### config.mk
export PLATFORM = sky130hd
export DESIGN_NAME = cmd_issue_master
export DESIGN_NICKNAME = d
export VERILOG_FILES = /design/src/rtl/cmd_issue_master.sv
export SDC_FILE = /design/constraint.sdc
export NUM_CORES = 1
export LEC_CHECK = 0
export ABC_CLOCK_PERIOD_IN_PS = 10130
export CORE_ASPECT_RATIO = 0.9
export CORE_UTILIZATION = 45
export CTS_CLUSTER_DIAMETER = 120
export CTS_CLUSTER_SIZE = 8
export DETAILED_ROUTE_END_ITERATION = 10
export PLACE_DENSITY = 0.77
export SYNTH_ARGS = -nofsm -noshare
export SYNTH_HDL_FRONTEND = slang
export SYNTH_SLANG_ARGS = --single-unit
### constraint.sdc
create_clock -name clk -period 10.13 [get_ports clk]
set_input_delay 2.026 -clock clk [delete_from_list [all_inputs] [get_ports clk]]
set_output_delay 2.026 -clock clk [all_outputs]
set_load 0.03 [all_outputs]
### src/rtl/cmd_issue_master.sv
// cmd_issue_master: issues one SD host command over the register-bank port
// (argument, command word, status poll, response read-back, status clear).
module cmd_issue_master #(
    parameter int DATA_WIDTH  = 32,
    parameter int ADDR_WIDTH  = 5,
    parameter int ACK_TIMEOUT = 16,
    parameter int POLL_MAX    = 255,
    parameter int POLL_GAP    = 4
) (
    input  logic                  clk,
    input  logic                  reset,
    input  logic                  start,
    input  logic [31:0]           cmd_arg,
    input  logic [15:0]           cmd_word,
    input  logic [15:0]           xfer_mode,
    input  logic                  long_resp,
    output logic                  busy,
    output logic                  done,
    output logic [1:0]            err,
    output logic [127:0]          response,
    output logic                  reg_req,
    output logic                  reg_rw,
    output logic [ADDR_WIDTH-1:0] reg_addr,
    output logic [DATA_WIDTH-1:0] reg_wdata,
    input  logic [DATA_WIDTH-1:0] reg_rdata,
    input  logic                  reg_ack
);
    localparam int ACW = $clog2(ACK_TIMEOUT + 1);
    localparam int PCW = $clog2(POLL_MAX + 1);
    localparam int GCW = $clog2(POLL_GAP + 1);
    localparam logic [ACW-1:0] ACK_LAST  = ACW'(ACK_TIMEOUT - 1);
    localparam logic [PCW-1:0] POLL_LAST = PCW'(POLL_MAX - 1);
    localparam logic [GCW-1:0] GAP_LAST  = GCW'(POLL_GAP - 1);
    localparam logic [ADDR_WIDTH-1:0] A_ARG  = ADDR_WIDTH'(2);
    localparam logic [ADDR_WIDTH-1:0] A_CMD  = ADDR_WIDTH'(3);
    localparam logic [ADDR_WIDTH-1:0] A_RESP = ADDR_WIDTH'(4);
    localparam logic [ADDR_WIDTH-1:0] A_STAT = ADDR_WIDTH'(25);

    typedef enum logic [1:0] {S_IDLE, S_ACK_LOW, S_REQ, S_GAP} state_t;
    typedef enum logic [2:0] {ST_ARG, ST_CMD, ST_POLL, ST_RESP, ST_CLR} step_t;

    state_t                r_state, w_state;
    step_t                 r_step, w_step;
    logic [ACW-1:0]        r_ack_cnt, w_ack_cnt;
    logic [PCW-1:0]        r_poll_cnt, w_poll_cnt;
    logic [GCW-1:0]        r_gap_cnt, w_gap_cnt;
    logic [1:0]            r_idx, w_idx;
    logic [31:0]           r_arg, w_arg;
    logic [15:0]           r_cmd, w_cmd, r_xfer, w_xfer;
    logic                  r_long, w_long;
    logic                  r_busy, w_busy, r_done, w_done;
    logic [1:0]            r_err, w_err;
    logic [127:0]          r_resp, w_resp;
    logic                  r_req, w_req, r_rw, w_rw;
    logic [ADDR_WIDTH-1:0] r_addr, w_addr;
    logic [DATA_WIDTH-1:0] r_wdata, w_wdata;
    logic                  w_fin;

    assign busy      = r_busy;
    assign done      = r_done;
    assign err       = r_err;
    assign response  = r_resp;
    assign reg_req   = r_req;
    assign reg_rw    = r_rw;
    assign reg_addr  = r_addr;
    assign reg_wdata = r_wdata;

    always_ff @(posedge clk or posedge reset) begin
        if (reset) begin
            r_state    <= S_IDLE;
            r_step     <= ST_ARG;
            r_ack_cnt  <= '0;
            r_poll_cnt <= '0;
            r_gap_cnt  <= '0;
            r_idx      <= '0;
            r_arg      <= '0;
            r_cmd      <= '0;
            r_xfer     <= '0;
            r_long     <= 1'b0;
            r_busy     <= 1'b0;
            r_done     <= 1'b0;
            r_err      <= '0;
            r_resp     <= '0;
            r_req      <= 1'b0;
            r_rw       <= 1'b0;
            r_addr     <= '0;
            r_wdata    <= '0;
        end else begin
            r_state    <= w_state;
            r_step     <= w_step;
            r_ack_cnt  <= w_ack_cnt;
            r_poll_cnt <= w_poll_cnt;
            r_gap_cnt  <= w_gap_cnt;
            r_idx      <= w_idx;
            r_arg      <= w_arg;
            r_cmd      <= w_cmd;
            r_xfer     <= w_xfer;
            r_long     <= w_long;
            r_busy     <= w_busy;
            r_done     <= w_done;
            r_err      <= w_err;
            r_resp     <= w_resp;
            r_req      <= w_req;
            r_rw       <= w_rw;
            r_addr     <= w_addr;
            r_wdata    <= w_wdata;
        end
    end

    always_comb begin
        w_state    = r_state;
        w_step     = r_step;
        w_ack_cnt  = r_ack_cnt;
        w_poll_cnt = r_poll_cnt;
        w_gap_cnt  = r_gap_cnt;
        w_idx      = r_idx;
        w_arg      = r_arg;
        w_cmd      = r_cmd;
        w_xfer     = r_xfer;
        w_long     = r_long;
        w_busy     = r_busy;
        w_done     = 1'b0;
        w_err      = r_err;
        w_resp     = r_resp;
        w_req      = r_req;
        w_rw       = r_rw;
        w_addr     = r_addr;
        w_wdata    = r_wdata;
        w_fin      = 1'b0;
        case (r_state)
            S_IDLE: if (start) begin
                w_arg      = cmd_arg;
                w_cmd      = cmd_word;
                w_xfer     = xfer_mode;
                w_long     = long_resp;
                w_busy     = 1'b1;
                w_err      = '0;
                w_resp     = '0;
                w_step     = ST_ARG;
                w_idx      = '0;
                w_poll_cnt = '0;
                w_state    = S_ACK_LOW;
            end
            // a new request only goes out once the previous ack has dropped
            S_ACK_LOW: if (!reg_ack) begin
                w_req     = 1'b1;
                w_rw      = (r_step == ST_POLL) || (r_step == ST_RESP);
                w_addr    = r_step == ST_ARG  ? A_ARG :
                            r_step == ST_CMD  ? A_CMD :
                            r_step == ST_RESP ? A_RESP + ADDR_WIDTH'(r_idx) : A_STAT;
                w_wdata   = r_step == ST_ARG ? DATA_WIDTH'(r_arg) :
                            r_step == ST_CMD ? DATA_WIDTH'({r_cmd, r_xfer}) : '0;
                w_ack_cnt = '0;
                w_state   = S_REQ;
            end
            S_REQ: if (reg_ack) begin
                w_req   = 1'b0;
                w_state = S_ACK_LOW;
                case (r_step)
                    ST_ARG:  w_step = ST_CMD;
                    ST_CMD:  w_step = ST_POLL;
                    ST_POLL: if (reg_rdata[0]) begin
                        w_step = reg_rdata[1] ? ST_CLR : ST_RESP;
                        w_err  = reg_rdata[1] ? 2'd2 : r_err;
                    end else if (r_poll_cnt == POLL_LAST) begin
                        w_err = 2'd3;
                        w_fin = 1'b1;
                    end else begin
                        w_poll_cnt = r_poll_cnt + 1'b1;
                        w_gap_cnt  = '0;
                        w_state    = S_GAP;
                    end
                    ST_RESP: begin
                        w_resp[{r_idx, 5'd0} +: 32] = reg_rdata[31:0];
                        w_idx  = r_idx + 1'b1;
                        w_step = (!r_long || r_idx == 2'd3) ? ST_CLR : ST_RESP;
                    end
                    default: w_fin = 1'b1;
                endcase
            end else if (r_ack_cnt == ACK_LAST) begin
                w_req = 1'b0;
                w_err = 2'd1;
                w_fin = 1'b1;
            end else begin
                w_ack_cnt = r_ack_cnt + 1'b1;
            end
            S_GAP: begin
                w_gap_cnt = r_gap_cnt + 1'b1;
                w_state   = r_gap_cnt == GAP_LAST ? S_ACK_LOW : S_GAP;
            end
            default: w_state = S_IDLE;
        endcase
        if (w_fin) begin
            w_state = S_IDLE;
            w_busy  = 1'b0;
            w_done  = 1'b1;
        end
    end
endmodule

==> flow_metrics.env <==
export IMPL_status="finished, violations left"
export IMPL_violations="design-rule violations"
export IMPL_first_pass_iters=10
export IMPL_clock_sinks=258
export IMPL_setup_slack_ns=6.437
export IMPL_routed_wl_um=28920
export IMPL_grt_pass1_wl_um=46690
export IMPL_power_leakage_nw=6.395
export IMPL_met1Wirelength_um=12150
export IMPL_grt_pass1_vias=8955
export IMPL_cts_tree="built"
export IMPL_clk_path_buf_depth=3
export IMPL_muxShareOfSynthArea_pct=0.3787
export IMPL_cts_setup_buffers=0
export IMPL_rr_startpoint="r_idx[0]$_DFFE_PP0P_"
export IMPL_crit_buf_inv=2
export IMPL_wl_met2_um=13050
export IMPL_numCtsBuffers=38
export IMPL_syn_avg_cell_area_um2=9.231
export IMPL_r2r_cells=6
export IMPL_yosys_area_top_type="dfrtp_1"
export IMPL_crit_end="response[12]$_DFFE_PP0P_"
export IMPL_synthAdderAreaFrac_pct=1.262
export IMPL_fin_crit_ns=3.693
export IMPL_gp_congestion=0.8641
export IMPL_coreArea_mm2=0.02354
export IMPL_synth_enable_flop_cells=0
export IMPL_critPathTopFamily="buffers and inverters"
export IMPL_slew_headroom_pct=37.87
export IMPL_wl_per_cell_um=16.68
export IMPL_arrival_ns=4.03
export IMPL_cpPeakStageDelay_ns=0.62
export IMPL_syn_inst=1181
export IMPL_ys_warn_count=0
export IMPL_cts_max_level=2
export IMPL_rsz0062_at_grt="false"
export IMPL_synth_flop_cell="dfrtp_1"
export IMPL_async_flop_share_pct=100.0
export IMPL_gr_total_overflow=0
export IMPL_ys_types=56
export IMPL_start_util_pct=46.31
export IMPL_nets=1542
export IMPL_io_pins=272
export IMPL_routed_via_count=9145
export IMPL_antenna_left=0
export IMPL_synth_xor_area_share_pct=0.3214
export IMPL_synth_nets=1293
export IMPL_synth_simple_area_share_pct=21.86
export IMPL_track_usage_pct=23.62
export IMPL_cp_depth=5
export IMPL_clkSlewWorstSetupHoldPaths_ns=0.05
export IMPL_synth_compound_area_share_pct=13.16
export IMPL_rows=53
export IMPL_holdBufCountCts=0
export IMPL_insertion_delay_ns=0.50
export IMPL_start_kind="primary input"
export IMPL_fin_setup_tns_ns=0
export IMPL_synth_top_family_by_area="simple AND/OR/NAND/NOR gates"
export IMPL_synth_seq_cells=258
export IMPL_worst_pin_slew_ns=0.9319
export IMPL_routed_top_layer="met4"
export IMPL_grt_max_degree=137
export IMPL_pre_cts_slack_ns=5.950
export IMPL_end_kind="register"
export IMPL_portBuffers=271
export IMPL_holdWs_ns=0.4686
export IMPL_yosys_top_cells_area="dfrtp_1, nand2_1, o21ai_1, o21ai_0, a22oi_1"
export IMPL_drt_initial_drc_count=796
export IMPL_fin_skew_ns=0.01374
export IMPL_crit_path_start="reg_ack"
export IMPL_diodes=0
export IMPL_rrSetupSlack_ns=7.58
export IMPL_critical_path_max_fanout=64
export IMPL_area_growth_pct=35.71
export IMPL_synth_commonest_cells="nand2_1, dfrtp_1, o21ai_1"
export IMPL_fin_util_pct=62.84
export IMPL_synth_top_area_share_pct=59.22
export IMPL_hold_violations=0
export IMPL_required_ns=10.47
export IMPL_drc_errors=27
export IMPL_die_h_um=149.7
export IMPL_dieWidth_um=166.1
export IMPL_fin_crit_sh_pct=36.46
export IMPL_die_area_mm2=0.02485
export IMPL_regToRegEndpoint="response[127]$_DFFE_PP0P_"
export IMPL_yosysMostFrequentCell="nand2_1"
export IMPL_fmax_ghz=0.2708
export IMPL_maxSlewViolCount=0
export IMPL_crit_chain="clkdlybuf4s50_1, mux2_2, o211ai_4, buf_4, o21ai_0"
export IMPL_drive_gt1_share_pct=5.451
export IMPL_cts_root_buf="clkbuf_16"
export IMPL_power_density_mw_per_mm2=268.0
export IMPL_synth_seq_area_share_pct=59.22
export IMPL_irDropWorstVdd_mv=0.2196
export IMPL_dp_hpwl_um=18770
export IMPL_setup_viol=0
export IMPL_wl_met3_um=2910
export IMPL_crit_slowest_cell="clkdlybuf4s50_1"
export IMPL_hold_path_class="register to register"
export IMPL_drv_cap=0
export IMPL_crit_type="primary input to register"
export IMPL_vias_per_cell=5.277
export IMPL_cts_repair_resize_count=0
export IMPL_synth_area_mm2=0.01090
export IMPL_antenna_found_initial=0
## through the flow
step / total power [W] / instance area [um2] / cells
floorplan: 0.002390 / 10900 / 1181
global placement: 0.002850 / 13800 / 1692
detailed placement: 0.002891 / 13800 / 1692
CTS: 0.004002 / 14790 / 1733
global route: 0.004194 / 14790 / 1733
finish: 0.003965 / 14790 / 1733
## flip-flops by register name (all words and copies together) (netlist names), 2 cells and up
register,cells
err,2
r_arg,32
r_ack_cnt,5
r_xfer,16
reg_addr,4
r_gap_cnt,3
r_state,2
response,128
r_cmd,16
reg_wdata,32
r_step,3
r_idx,2
r_poll_cnt,8
## how the worst min path moves through the flow
| stage | from | endpoint | slack, ns | cells past startpoint |
|---|---|---|---|---|
| 2_1_floorplan | r_long$_DFFE_PP0P_ | r_long$_DFFE_PP0P_ | 0.45 | 2 |
| 3_3_place_gp | r_arg[2]$_DFFE_PP0P_ | r_arg[2]$_DFFE_PP0P_ | 0.46 | 2 |
| 3_5_place_dp | r_arg[31]$_DFFE_PP0P_ | r_arg[31]$_DFFE_PP0P_ | 0.46 | 2 |
| 4_1_cts | r_arg[29]$_DFFE_PP0P_ | r_arg[29]$_DFFE_PP0P_ | 0.47 | 2 |
| 5_1_grt | r_xfer[7]$_DFFE_PP0P_ | r_xfer[7]$_DFFE_PP0P_ | 0.48 | 2 |
| 6_report | r_cmd[14]$_DFFE_PP0P_ | r_cmd[14]$_DFFE_PP0P_ | 0.47 | 2 |
## power by group
| part | internal (W) | total, W | switching [W] |
|---|---|---|---|
| Combinational | 0.000517 | 0.00138 | 0.000862 |
| Clock | 0.000673 | 0.00108 | 0.000410 |
| Sequential | 0.00130 | 0.00150 | 0.000205 |
| Total | 0.00249 | 0.00397 | 0.00148 |
## placed cells by master (no fill, tap or decap), types with 2 or more instances in the layout
cell and count:
nand4_1 3, a31oi_1 2, nor2_1 48, nor3_1 2, dfrtp_1 258, nor4_4 2, mux2i_1 3, o21ai_1 76
inv_1 9, nand3b_1 4, o22ai_1 2, nor2b_1 3, o31ai_1 4, and3_1 3, o2111a_1 2, o2bb2ai_1 2
a32o_1 2, buf_4 15, a22o_1 5, a22oi_1 32, nand2_1 478, nand2b_1 3, and4b_1 4, a21o_1 3
or3_1 3, clkdlybuf4s50_1 271, nor3b_4 3, xor2_1 3, nand3_1 6, o21ai_0 62, clkbuf_16 39, a21oi_1 38
nor3_4 2, a211oi_1 2, ha_1 11, o211ai_4 4
## worst register-to-register path: cells and delay by family, from the launching register on
family	cells	cell delay, ns
buffers and inverters	2	0.55
and+or+nand+nor	2	0.73
adders and majority gates	1	0.42
AOI/OAI and AO/OA	1	0.17
DFF	1	0.60
## cells by family (layout without fill, tap and decap cells)
group | after synthesis | in the layout
AND/OR/NAND/NOR | 573 | 573
AO/OA/AOI/OAI | 243 | 243
adder cells (fa/ha/maj) | 11 | 11
buffers and inverters | 88 | 338
flip-flops | 258 | 258
multiplexers | 4 | 4
XOR/XNOR | 4 | 4
## layer usage
layer | GRT usage [%] | vias up
li1 | - | 4372
met1 | 30.83 | 4357
met2 | 37.66 | 351
met3 | 6.929 | 65
met4 | 8.411 | 0
met5 | 0 | -
## area by class of cell
cell class              count  area (um2)
fillers                  1898        8747
flip-flops and latches    258        6456
multi-input cells         835        4093
repair buffers            286        2825
clock buffers              39       975.9
well taps                 302       377.9
inverters                  11       48.80
clock inverters             2       17.52
Power figures use the tool's default switching activity.
